## src/rtl/dshot_output.sv

```systemverilog
// dshot_output: serialises one 16-bit DShot frame (MSB first) onto a motor line.
// Bit timings are derived from clockFrequency at elaboration.
// There is no runtime division: the mode selects one of three precomputed timing sets.
// Optional feature macro: DSHOT_OUTPUT_INVERT_EN.
//   When it is defined, the output is active-low and idles high (bidirectional DShot).
module dshot_output #(
  parameter int clockFrequency = 72_000_000,
  parameter int GUARD_BITS     = 2
) (
  input  logic        i_clk,
  input  logic        i_reset,
  input  logic [15:0] i_dshot_value,
  input  logic [15:0] i_dshot_mode,
  input  logic        i_write,
  output logic        o_pwm,
  output logic        o_ready
);

  // Cycle counts per speed (S in kbit/s)
  localparam int P150   = clockFrequency / (150 * 1000);
  localparam int P300   = clockFrequency / (300 * 1000);
  localparam int P600   = clockFrequency / (600 * 1000);
  localparam int T0_150 = clockFrequency * 3 / (8 * 150 * 1000);
  localparam int T0_300 = clockFrequency * 3 / (8 * 300 * 1000);
  localparam int T0_600 = clockFrequency * 3 / (8 * 600 * 1000);
  localparam int T1_150 = clockFrequency * 3 / (4 * 150 * 1000);
  localparam int T1_300 = clockFrequency * 3 / (4 * 300 * 1000);
  localparam int T1_600 = clockFrequency * 3 / (4 * 600 * 1000);

  // Longest interval counted is the DSHOT150 guard; never narrower than one period
  localparam int CNT_MAX = (P150 * GUARD_BITS > P150) ? P150 * GUARD_BITS : P150;
  localparam int CNT_W   = $clog2(CNT_MAX);

`ifdef DSHOT_OUTPUT_INVERT_EN
  localparam logic PWM_IDLE = 1'b1;
`else
  localparam logic PWM_IDLE = 1'b0;
`endif

  typedef enum logic [1:0] {IDLE, HIGH, LOW, GUARD} state_t;
  typedef enum logic [1:0] {SPD_150, SPD_300, SPD_600} spd_t;

  state_t             state_q, state_d;
  spd_t               spd_q, spd_d, spd_in;
  logic [CNT_W-1:0]   cnt_q, cnt_d;
  logic [15:0]        shift_q, shift_d;
  logic [3:0]         bit_q, bit_d;
  logic               pwm_q, pwm_d;

  logic [CNT_W-1:0]   t0h, t1h, per, grd, high_last;

  // Speed decode of the live mode input; unknown values fall back to DSHOT150
  always_comb begin
    spd_in = SPD_150;
    if (i_dshot_mode == 16'd300)      spd_in = SPD_300;
    else if (i_dshot_mode == 16'd600) spd_in = SPD_600;
  end

  // Timing set of the latched speed, so mid-frame mode changes have no effect
  always_comb begin
    t0h = CNT_W'(T0_150);
    t1h = CNT_W'(T1_150);
    per = CNT_W'(P150);
    grd = CNT_W'(P150 * GUARD_BITS);
    case (spd_q)
      SPD_300: begin
        t0h = CNT_W'(T0_300);
        t1h = CNT_W'(T1_300);
        per = CNT_W'(P300);
        grd = CNT_W'(P300 * GUARD_BITS);
      end
      SPD_600: begin
        t0h = CNT_W'(T0_600);
        t1h = CNT_W'(T1_600);
        per = CNT_W'(P600);
        grd = CNT_W'(P600 * GUARD_BITS);
      end
      default: ;
    endcase
    high_last = (shift_q[15] ? t1h : t0h) - CNT_W'(1);
  end

  // Next-state logic.
  // One counter runs across the whole bit: HIGH covers 0..Thigh-1 and LOW runs on to PERIOD-1.
  always_comb begin
    state_d = state_q;
    spd_d   = spd_q;
    cnt_d   = cnt_q;
    shift_d = shift_q;
    bit_d   = bit_q;
    case (state_q)
      IDLE: begin
        if (i_write) begin
          shift_d = i_dshot_value;
          spd_d   = spd_in;
          bit_d   = 4'd0;
          cnt_d   = '0;
          state_d = HIGH;
        end
      end
      HIGH: begin
        cnt_d = cnt_q + CNT_W'(1);
        if (cnt_q == high_last) state_d = LOW;
      end
      LOW: begin
        if (cnt_q == per - CNT_W'(1)) begin
          cnt_d = '0;
          if (bit_q == 4'd15) begin
            state_d = GUARD;
          end else begin
            shift_d = {shift_q[14:0], 1'b0};
            bit_d   = bit_q + 4'd1;
            state_d = HIGH;
          end
        end else begin
          cnt_d = cnt_q + CNT_W'(1);
        end
      end
      GUARD: begin
        if (cnt_q == grd - CNT_W'(1)) begin
          cnt_d   = '0;
          state_d = IDLE;
        end else begin
          cnt_d = cnt_q + CNT_W'(1);
        end
      end
      default: state_d = IDLE;
    endcase
  end

  // The line register follows the state one cycle late.
  // The first rise therefore lands one cycle after the accepting edge.
  always_comb begin
    pwm_d = (state_q == HIGH) ^ PWM_IDLE;
  end

  // State and datapath registers; reset aborts any frame in flight
  always_ff @(posedge i_clk or negedge i_reset) begin
    if (!i_reset) begin
      state_q <= IDLE;
      spd_q   <= SPD_150;
      cnt_q   <= '0;
      shift_q <= '0;
      bit_q   <= '0;
      pwm_q   <= PWM_IDLE;
    end else begin
      state_q <= state_d;
      spd_q   <= spd_d;
      cnt_q   <= cnt_d;
      shift_q <= shift_d;
      bit_q   <= bit_d;
      pwm_q   <= pwm_d;
    end
  end

  assign o_pwm   = pwm_q;
  assign o_ready = (state_q == IDLE);

endmodule

```

## config.mk

```make
export PLATFORM = sky130hd
export DESIGN_NAME = dshot_output
export DESIGN_NICKNAME = d
export VERILOG_FILES = /design/src/rtl/dshot_output.sv
export SDC_FILE = /design/constraint.sdc
export NUM_CORES = 1
export LEC_CHECK = 0
export BUFFER_PORTS_ARGS = -buffer_cell sky130_fd_sc_hd__clkbuf_2
export CAP_MARGIN = 30
export CORE_MARGIN = 2
export CORE_UTILIZATION = 63
export CTS_BUF_LIST = sky130_fd_sc_hd__clkbuf_2
export DETAILED_ROUTE_END_ITERATION = 12
export PLACE_DENSITY = 0.95
export RECOVER_POWER = 50
export SLEW_MARGIN = 20
export SYNTH_ARGS = -nofsm -noshare
export SYNTH_HDL_FRONTEND = slang
export SYNTH_SLANG_ARGS = --single-unit
```

## constraint.sdc

```tcl
create_clock -name i_clk -period 3.6 [get_ports i_clk]
set_input_delay 0.18 -clock i_clk [delete_from_list [all_inputs] [get_ports i_clk]]
set_output_delay 0.18 -clock i_clk [all_outputs]
set_load 0.03 [all_outputs]
```

Word level (Yosys, flattened, before mapping)
Cells that the tools add are included.

storage, ports and cells
  flip-flop bits (word level) = 35
  logic and storage cells = 57
  bits of input ports = 35

operators by class
  reduce and logical (&&, ||, !) cells = 5
  equal/unequal tests = 16
  $add $sub $neg = 5
  mux-type cells = 25

operators with widths
  kind                     number
  $mux W16                 3
  $mux W10                 4
  $pmux W10 S4             1
  $pmux W9 S2              2
  $pmux W16 S2             1
  $eq A10 B10 Y1           3
  $sub A10 B1 Y10 const B  3
  $pmux W10 S2             1
  $eq A16 B10 Y1 const B   1
  $eq A16 B9 Y1 const B    1
  $pmux W8 S2              1
  $mux W2                  7
  $mux W4                  3
  $add A10 B1 Y10 const B  1
  $ne A2 B2 Y1 const B     4
  $pmux W2 S4              1
  $pmux W4 S2              1
  $reduce_and A4 Y1        2
  $eq A2 B2 Y1 const B     3
  $add A4 B1 Y4 const B    1
  $eq A2 B1 Y1 const B     2
  $eq A4 B4 Y1 const B     1
  $logic_not A2 Y1         1
  $ne A2 B1 Y1 const B     1
  other kinds (2)          2

Logic depth before layout (Yosys ltp)
Gate-level depths: netlist (run 1).

  depth in word-level cells = 7
  depth in mapped cells = 10

Worst setup path before layout (run 1)
Ideal clock, no wire load.

  kind = flip-flop to flip-flop
  from = register spd_q[0]
  to = register state_q[0]
  data required time = 3,460 ps
  stages on the path, launching flop included = 10
  arrival = 2,322 ps
  slack = 1,138 ps
  path through = dfrtp_1 -> inv_1 -> ha_1 -> buf_2 -> nor3b_1 -> a21oi_1 -> o311a_1 -> a211o_2 -> or4_4 -> a2bb2oi_1

between the ends
  longest elaborated chain between the ends = 7
  elaborated cells between the ends (all ways) = 17
  classes of those cells = add/sub (3); eq/ne (8); mux (5); reduce/logical (1)

ends and longest elaborated chain
  element                                       line  source
  start, declared                               44    spd_t spd_q, spd_d, spd_in;
  start signal, assigned                        148   spd_q <= spd_d;
  $eq A2 B2 Y1 or $eq A2 B1 Y1 (tied branches)  65    case (spd_q)
  $pmux W8 S2 or $pmux W9 S2 (tied branches)    65
  $mux W10                                      80    high_last = (shift_q[15] ? t1h : t0h) - CNT_W'(1);
  $sub A10 B1 Y10                               80
  $eq A10 B10 Y1                                103   if (cnt_q == high_last) state_d = LOW;
  $ne A2 B1 Y1 (no line)                        n/a
  $reduce_and A4 Y1 (no line) *                 n/a
  end signal, assigned                          147   state_q <= state_d;
  end, declared                                 43    state_t state_q, state_d;

Mark *: on every way between the ends. The rest lies on a longest branch, timed or not.
A chain may end at the register's enable or synchronous reset.

Worst setup path in the final report (run 1)
Same ends and word-level chain as after synthesis.

==> results of run 1 <==
-- worst min-delay path, cell delays in order --
cell and delay, ns:
clkbuf_2 0.08, mux2i_1 0.05, o21ai_0 0.13
-- power groups by stage --
stage               clock network [W]  registers (W)   logic [W]
finish                       0.000267       0.000394   0.0000362
global route                 0.000281       0.000394   0.0000413
CTS                          0.000266       0.000394   0.0000369
detailed placement                  0       0.000401   0.0000340
global placement                    0       0.000401   0.0000325
floorplan                           0       0.000401  0.00000590
-- worst paths after layout --
check,to,slack [ns],depth (start not counted),start
min reg2reg,shift_q[9]$_DFFE_PN0P_,0.51,2,shift_q[9]$_DFFE_PN0P_
max,state_q[0]$_DFFE_PN0P_,0.81,9,spd_q[0]$_DFFE_PN0P_
min,shift_q[7]$_DFFE_PN0P_,0.03,3,i_dshot_value[7]
max reg2reg,state_q[0]$_DFFE_PN0P_,0.81,9,spd_q[0]$_DFFE_PN0P_
max in group asynchronous,cnt_q[6]$_DFFE_PN0N_,1.75,3,i_reset
min in group asynchronous,spd_q[1]$_DFFE_PN0P_,0.14,2,i_reset
-- cells by family (layout without fill, tap and decap cells) --
group                    after synthesis  after routing  synth area share
multiplexers                          20             20            0.0867
AND/OR/NAND/NOR                       87             87             0.195
XOR/XNOR                              19             19            0.0716
buffers and inverters                 26             60            0.0581
adder cells (fa/ha/maj)                7              7            0.0377
AO/OA/AOI/OAI                         61             61             0.174
flip-flops                            35             35             0.377
-- routing by layer --
layer  global-route usage  share of wire  vias to the layer above
met5                    0              0                        -
met4                0.117          0.019                        0
met3               0.0590          0.074                       14
met2                0.442           0.48                       94
met1                0.347           0.42                      974
li1                     -              -                      985
-- flip-flops by register name, indices dropped and copies added (netlist names) --
signal	count
shift_q	16
cnt_q	10
bit_q	4
spd_q	2
state_q	2
o_pwm	1
-- area by class of cell --
| type | count | area (um2) | area share |
|---|---|---|---|
| tap | 48 | 60.1 | 0.0231 |
| timing repair buffer | 44 | 245 | 0.0943 |
| clock buffer | 5 | 25.0 | 0.00962 |
| sequential | 35 | 876 | 0.337 |
| inverter | 8 | 30.0 | 0.0115 |
| multi-input combinational | 194 | 1320 | 0.508 |
| clock inverter | 3 | 43.8 | 0.0168 |
-- per-stage QoR --
step,power [W],instances
after global placement,0.000433,324
after detailed placement,0.000435,324
after floorplan,0.000407,255
after CTS,0.000696,336
after global routing,0.000716,337
final,0.000697,337
-- synthesized netlist by cell type (2+ instances only) --
master / number / share of area
o41ai_1: 2 / 0.0075
mux2i_1: 19 / 0.082
nand4b_1: 2 / 0.0075
nor4_1: 2 / 0.0054
nand2_1: 30 / 0.048
clkbuf_1: 4 / 0.0065
and2_1: 3 / 0.0081
xnor2_1: 9 / 0.034
nand2b_1: 3 / 0.0081
nand3_1: 11 / 0.024
nor4b_1: 2 / 0.0075
or3_1: 4 / 0.011
nor2_1: 9 / 0.015
a22o_1: 5 / 0.019
nor3_1: 2 / 0.0043
a2bb2oi_1: 2 / 0.0075
nor2b_1: 4 / 0.011
inv_1: 8 / 0.013
ha_1: 7 / 0.038
buf_2: 9 / 0.019
or4_1: 2 / 0.0065
and3_1: 7 / 0.019
dfrtp_1: 35 / 0.38
buf_6: 3 / 0.015
o21ai_0: 20 / 0.043
a31oi_1: 6 / 0.016
xor2_1: 10 / 0.038
a21oi_1: 11 / 0.024
==> run metrics, run 1 <==
number of global-route vias before repair=approximately 2000; endpoint class of the critical path=flip-flop; failing checks=max-capacitance violations, max-slew violations; switching pwr=roughly 0.00017 W; #FFs+latches synth=35; final WL=5340 um; # rows=22; Synth Cell Area=about 2300 um2; sequential power share=0.565; Clk pwr share=0.383; Clock transition at path regs=roughly 0.20 ns; Tcrit/Tclk final=0.775; Die X=64.7 um; GPL Wtd Cong=just over 1; worst hold-check path type=in -> reg; slew margin rel.=-0.00790; Comb power frac=0.052; first-pass GRT wire length=around 8700 um; clock buffer count from CTS=5; Switching Share=0.239; ant diodes=0; HPWL Detailed=roughly 3800 um; Clock Latency Late Sink=0.42 ns; grt ovf=0; crit path time final=between 2 and 3 ns; Least-Margin Pin Slew=roughly 1.5 ns; GRT Total Usage=0.271; async set or reset register ratio after synthesis=1.00; Pre-antenna DRT Iters=4; Setup Skew=slightly below 0.01 ns; crit path DAT=~3.1 ns; final core utilization=0.721; status=finished with violations; cts repair resizes=0; initial DRC count=181; crit path kind=reg -> reg; antenna viol nets, final=0; Core Footprint=between 3000 and 4000 um2; Syn. warnings=0; commonest non-fill, non-tap cell in the layout=clkbuf_2; share of layout cells above drive strength 1=0.180; Clock Path Buffers=2; Critical-path top delay cell=or4_4; Seq/Total Area, Yosys=0.377; vias post-DR=2067; pre-CTS setup slack=about 0.85 ns; Final WS setup=0.809 ns; clock root buffer=clkbuf_2; cts hold-fix bufs=4; number of port buffers=36; CP max stage delay=approximately 0.53 ns; drt drc=0; Finished Cell Area=2600 um2; Nets=330; setup TNS=0 ns; RSZ-0062 raised after global routing=false; clk sink count=35; Pint=~0.00053 W; antenna violations before repair=0; Final Slew Violations=30; cells after synthesis=~260; syn_nets=297; Area Overhead vs Synth=11.9%; Die Y-Extent=~65 um; initial core utilization=0.645; Avg Synthesized Cell Area=9.12 um2; Critical Path RT=3.91 ns; CTS tree=done; routed len/inst=about 16 um; Via density=6.13; Netlist cell types=52; Post-synth EDFFs=0; die area=4190 um2; maximum VDD drop=~0.00019 V; Top FF cell, synth=dfrtp_1; max_cap viols=1; crit path buf inv count=1; FMAX=0.358 GHz; Final Hold Fails=0; Finish-stage setup viols=0; Fillers=between 200 and 300; DP Area=between 2000 and 2500 um2; Pleak=approximately 1.2 nW; largest net degree at the start of global routing=36; crit path launch type=flip-flop; PD cells=~270 nW/um2; Setup Fix Bufs, Post-CTS=0; crit-path most repeated cell=ha_1; most frequent cells in the layout=40 x clkbuf_2, 35 x dfrtp_1, 30 x nand2_1; io pins=37; CP Cell Sequence=inv_1 -> ha_1 -> nand2_1 -> ha_1 -> xnor2_1 -> nor4_1 -> o2111ai_1 -> or4_4 -> a2bb2oi_1; Crit path max-delay family=simple AND/OR/NAND/NOR gates; CP Max Fanout=11; H-tree levels=2; hold_ws=between 0.03 and 0.04 ns
No activity file was read; power rests on OpenSTA's default activity.
==> run 2, diff against run 1 <==
--- a/config.mk
+++ b/config.mk
@@ -8,10 +8,10 @@
 export BUFFER_PORTS_ARGS = -buffer_cell sky130_fd_sc_hd__clkbuf_2
 export CAP_MARGIN = 30
 export CORE_MARGIN = 2
-export CORE_UTILIZATION = 63
+export CORE_UTILIZATION = 59
 export CTS_BUF_LIST = sky130_fd_sc_hd__clkbuf_2
 export DETAILED_ROUTE_END_ITERATION = 12
-export PLACE_DENSITY = 0.95
+export PLACE_DENSITY = 0.91
 export RECOVER_POWER = 50
 export SLEW_MARGIN = 20
 export SYNTH_ARGS = -nofsm -noshare
==> constraint.sdc (replaced) <==
create_clock -name i_clk -period 2.7 [get_ports i_clk]
set_input_delay 0.135 -clock i_clk [delete_from_list [all_inputs] [get_ports i_clk]]
set_output_delay 0.135 -clock i_clk [all_outputs]
set_load 0.03 [all_outputs]
==> run 2 against run 1 <==
The flow finishes with violations (negative hold slack, max-capacitance violations, max-slew violations). Largest cell class unchanged. Largest power group unchanged. Sequential power up 33%. Critical path depth unchanged. Critical path type unchanged. Critical endpoint unchanged. Combinational power up 32%. Sequential share of layout area down 0.35 points. Flip-flop and latch count unchanged. Routed wire length down 5.6%.
==> run metrics, run 2 (synthesis results as in run 1) <==
Pleak=1.17 nW (+0.54%); Final Hold Fails=2 (+2); crit path time final=2.59 ns (-0.201 ns); Clock transition at path regs=0.21 ns (about the same); slew margin rel.=-0.222 (-0.214); Die X=66.8 um (+3.1%); Nets=335 (+1.5%); most frequent cells in the layout=40 x clkbuf_2, 35 x dfrtp_1, 30 x nand2_1; clock buffer count from CTS=5 (unchanged); initial core utilization=0.626 (-0.0191); Clock Path Buffers=2 (unchanged); Multi-input gate area=1330 um2 (+0.57%); number of port buffers=36 (unchanged); largest net degree at the start of global routing=36 (unchanged); FF+latch area=876 um2 (unchanged); r2r endpoint=state_q[0]$_DFFE_PN0P_; Final WS setup=0.110 ns (-0.699 ns); worst hold-check path type=in -> reg; Finish-stage setup viols=0 (unchanged); crit path buf inv count=1 (unchanged); antenna viol nets, final=0 (unchanged); number of global-route vias before repair=1935 (-1.6%); Setup Skew=0.0285 ns (+0.0188 ns); final core utilization=0.707 (-0.0140); routed len/inst=14.7 um (-7.0%); io pins=37 (unchanged); reg2reg path depth=9 (unchanged); Core Footprint=3720 um2 (+3.1%); crit path launch type=flip-flop; grt ovf=0 (unchanged); maximum VDD drop=0.000269 V (+40%); PD cells=316 nW/um2 (+18%); Die Y-Extent=66.8 um (+3.1%); Pre-antenna DRT Iters=4 (unchanged); Via density=6.03 (-1.7%); FMAX=0.386 GHz (+7.7%); share of layout cells above drive strength 1=0.204 (+0.0242); commonest non-fill, non-tap cell in the layout=clkbuf_2; CP max stage delay=0.51 ns (-0.02 ns); status=finished with violations; crit path DAT=2.91 ns (-0.19 ns); Critical Path RT=3.02 ns (-0.89 ns); Fillers=282 (+0.71%); max_cap viols=1 (unchanged); Hold Path End=shift_q[2]$_DFFE_PN0P_; Reg2Reg Launch Point=spd_q[0]$_DFFE_PN0P_; Largest regs=shift_q x16, cnt_q x10, bit_q x4; Tcrit/Tclk final=0.959 (+0.184); Cells after DPL=329 (+1.5%); HPWL Detailed=3740 um (-1.6%); clock root buffer=clkbuf_2; Overall Power=0.000832 W (+19%); GRT Total Usage=0.252 (-0.0193); R2R setup slack=0.11 ns (-0.70 ns); hold path startpoint=i_dshot_value[2]; Hold Crit Depth=3 (unchanged); pre-CTS setup slack=0.0686 ns (-0.778 ns); Clock Latency Late Sink=0.42 ns (about the same); initial DRC count=115 (-36%); vias post-DR=2061 (-0.29%); Biggest register=shift_q; antenna violations before repair=0 (unchanged); hold_ws=-0.00681 ns (-0.0379 ns); endpoint class of the critical path=flip-flop; setup TNS=0 ns (unchanged); CTS tree=done; Least-Margin Pin Slew=1.83 ns (+0.321 ns); die area=4460 um2 (+6.4%); failing checks=negative hold slack, max-capacitance violations, max-slew violations; Crit path max-delay family=simple AND/OR/NAND/NOR gates; # rows=22 (unchanged); Final Slew Violations=36 (+20%); crit path kind=reg -> reg; first-pass GRT wire length=8360 um (-4.0%); H-tree levels=2 (unchanged); Critical-path top delay cell=or4_4; final WL=5040 um (-5.6%); drt drc=0 (unchanged); CP Cell Sequence=inv_1 -> ha_2 -> mux2i_1 -> ha_1 -> xnor2_1 -> nor4_1 -> o2111ai_1 -> or4_4 -> a2bb2oi_1; ant diodes=0 (unchanged); final non-filler cell total=342 (+1.5%); CP Max Fanout=6 (-5); GPL Wtd Cong=0.938 (-8.6%); max reg flops=16 (unchanged); clk sink count=35 (unchanged); Area Overhead vs Synth=13.1%
==> run 2: what timing repair did <==
action | 4_1_cts | 5_1_grt
hold buffers | 5 | 0
resized for setup | 0 | 3
endpoints found under the hold margin | 38 | 0
setup buffers | 0 | 0
setup endpoints to repair | 0 | 2
==> run 2: layout make-up <==
type,count,area share
clock buffer,5,0.00952
inverter,8,0.0114
tap,48,0.0228
timing repair buffer,49,0.110
multi-input combinational,194,0.505
sequential,35,0.333
clock inverter,3,0.00762
==> run 2: report_power, final <==
group	switching, W	internal [W]	leakage (nW)
combinational	0.0000216	0.0000263	0.708
clock	0.000198	0.0000612	0.0250
sequential	0	0.000525	0.438
==> run 2: worst max path at each step <==
| stage | end | cells after the start | from | slack, ns |
|---|---|---|---|---|
| 4_1_cts | state_q[0]$_DFFE_PN0P_ | 8 | spd_q[0]$_DFFE_PN0P_ | 0.05 |
| 5_1_grt | state_q[0]$_DFFE_PN0P_ | 9 | spd_q[0]$_DFFE_PN0P_ | -0.01 |
| 3_5_place_dp | state_q[0]$_DFFE_PN0P_ | 8 | spd_q[0]$_DFFE_PN0P_ | 0.07 |
| 6_report | state_q[0]$_DFFE_PN0P_ | 9 | spd_q[0]$_DFFE_PN0P_ | 0.11 |
| 2_1_floorplan | state_q[0]$_DFFE_PN0P_ | 9 | spd_q[0]$_DFFE_PN0P_ | 0.24 |
| 3_3_place_gp | state_q[0]$_DFFE_PN0P_ | 8 | spd_q[0]$_DFFE_PN0P_ | 0.13 |
==> run 2: worst reg2reg max path, stage by stage, from the launching register on <==
cell and delay [ns]:
dfrtp_1 0.45, inv_1 0.13, ha_2 0.28, mux2i_1 0.11, ha_1 0.30, xnor2_1 0.14, nor4_1 0.24, o2111ai_1 0.18
or4_4 0.51, a2bb2oi_1 0.16
==> run 2: metal layers <==
metal,wire [um],global-route usage,up-vias
met5,0,0,-
met1,2110,0.313,957
met2,2430,0.414,90
met4,133,0.133,0
li1,-,-,999
met3,359,0.0473,15
==> run 2: stage by stage <==
step | area, um2 | hold WS, ns
finish | 2630 | -0.00681
global route | 2630 | 0.00768
CTS | 2620 | 0.0000727
detailed placement | 2530 | 0.283
global placement | 2530 | 0.274
floorplan | 2320 | -0.161
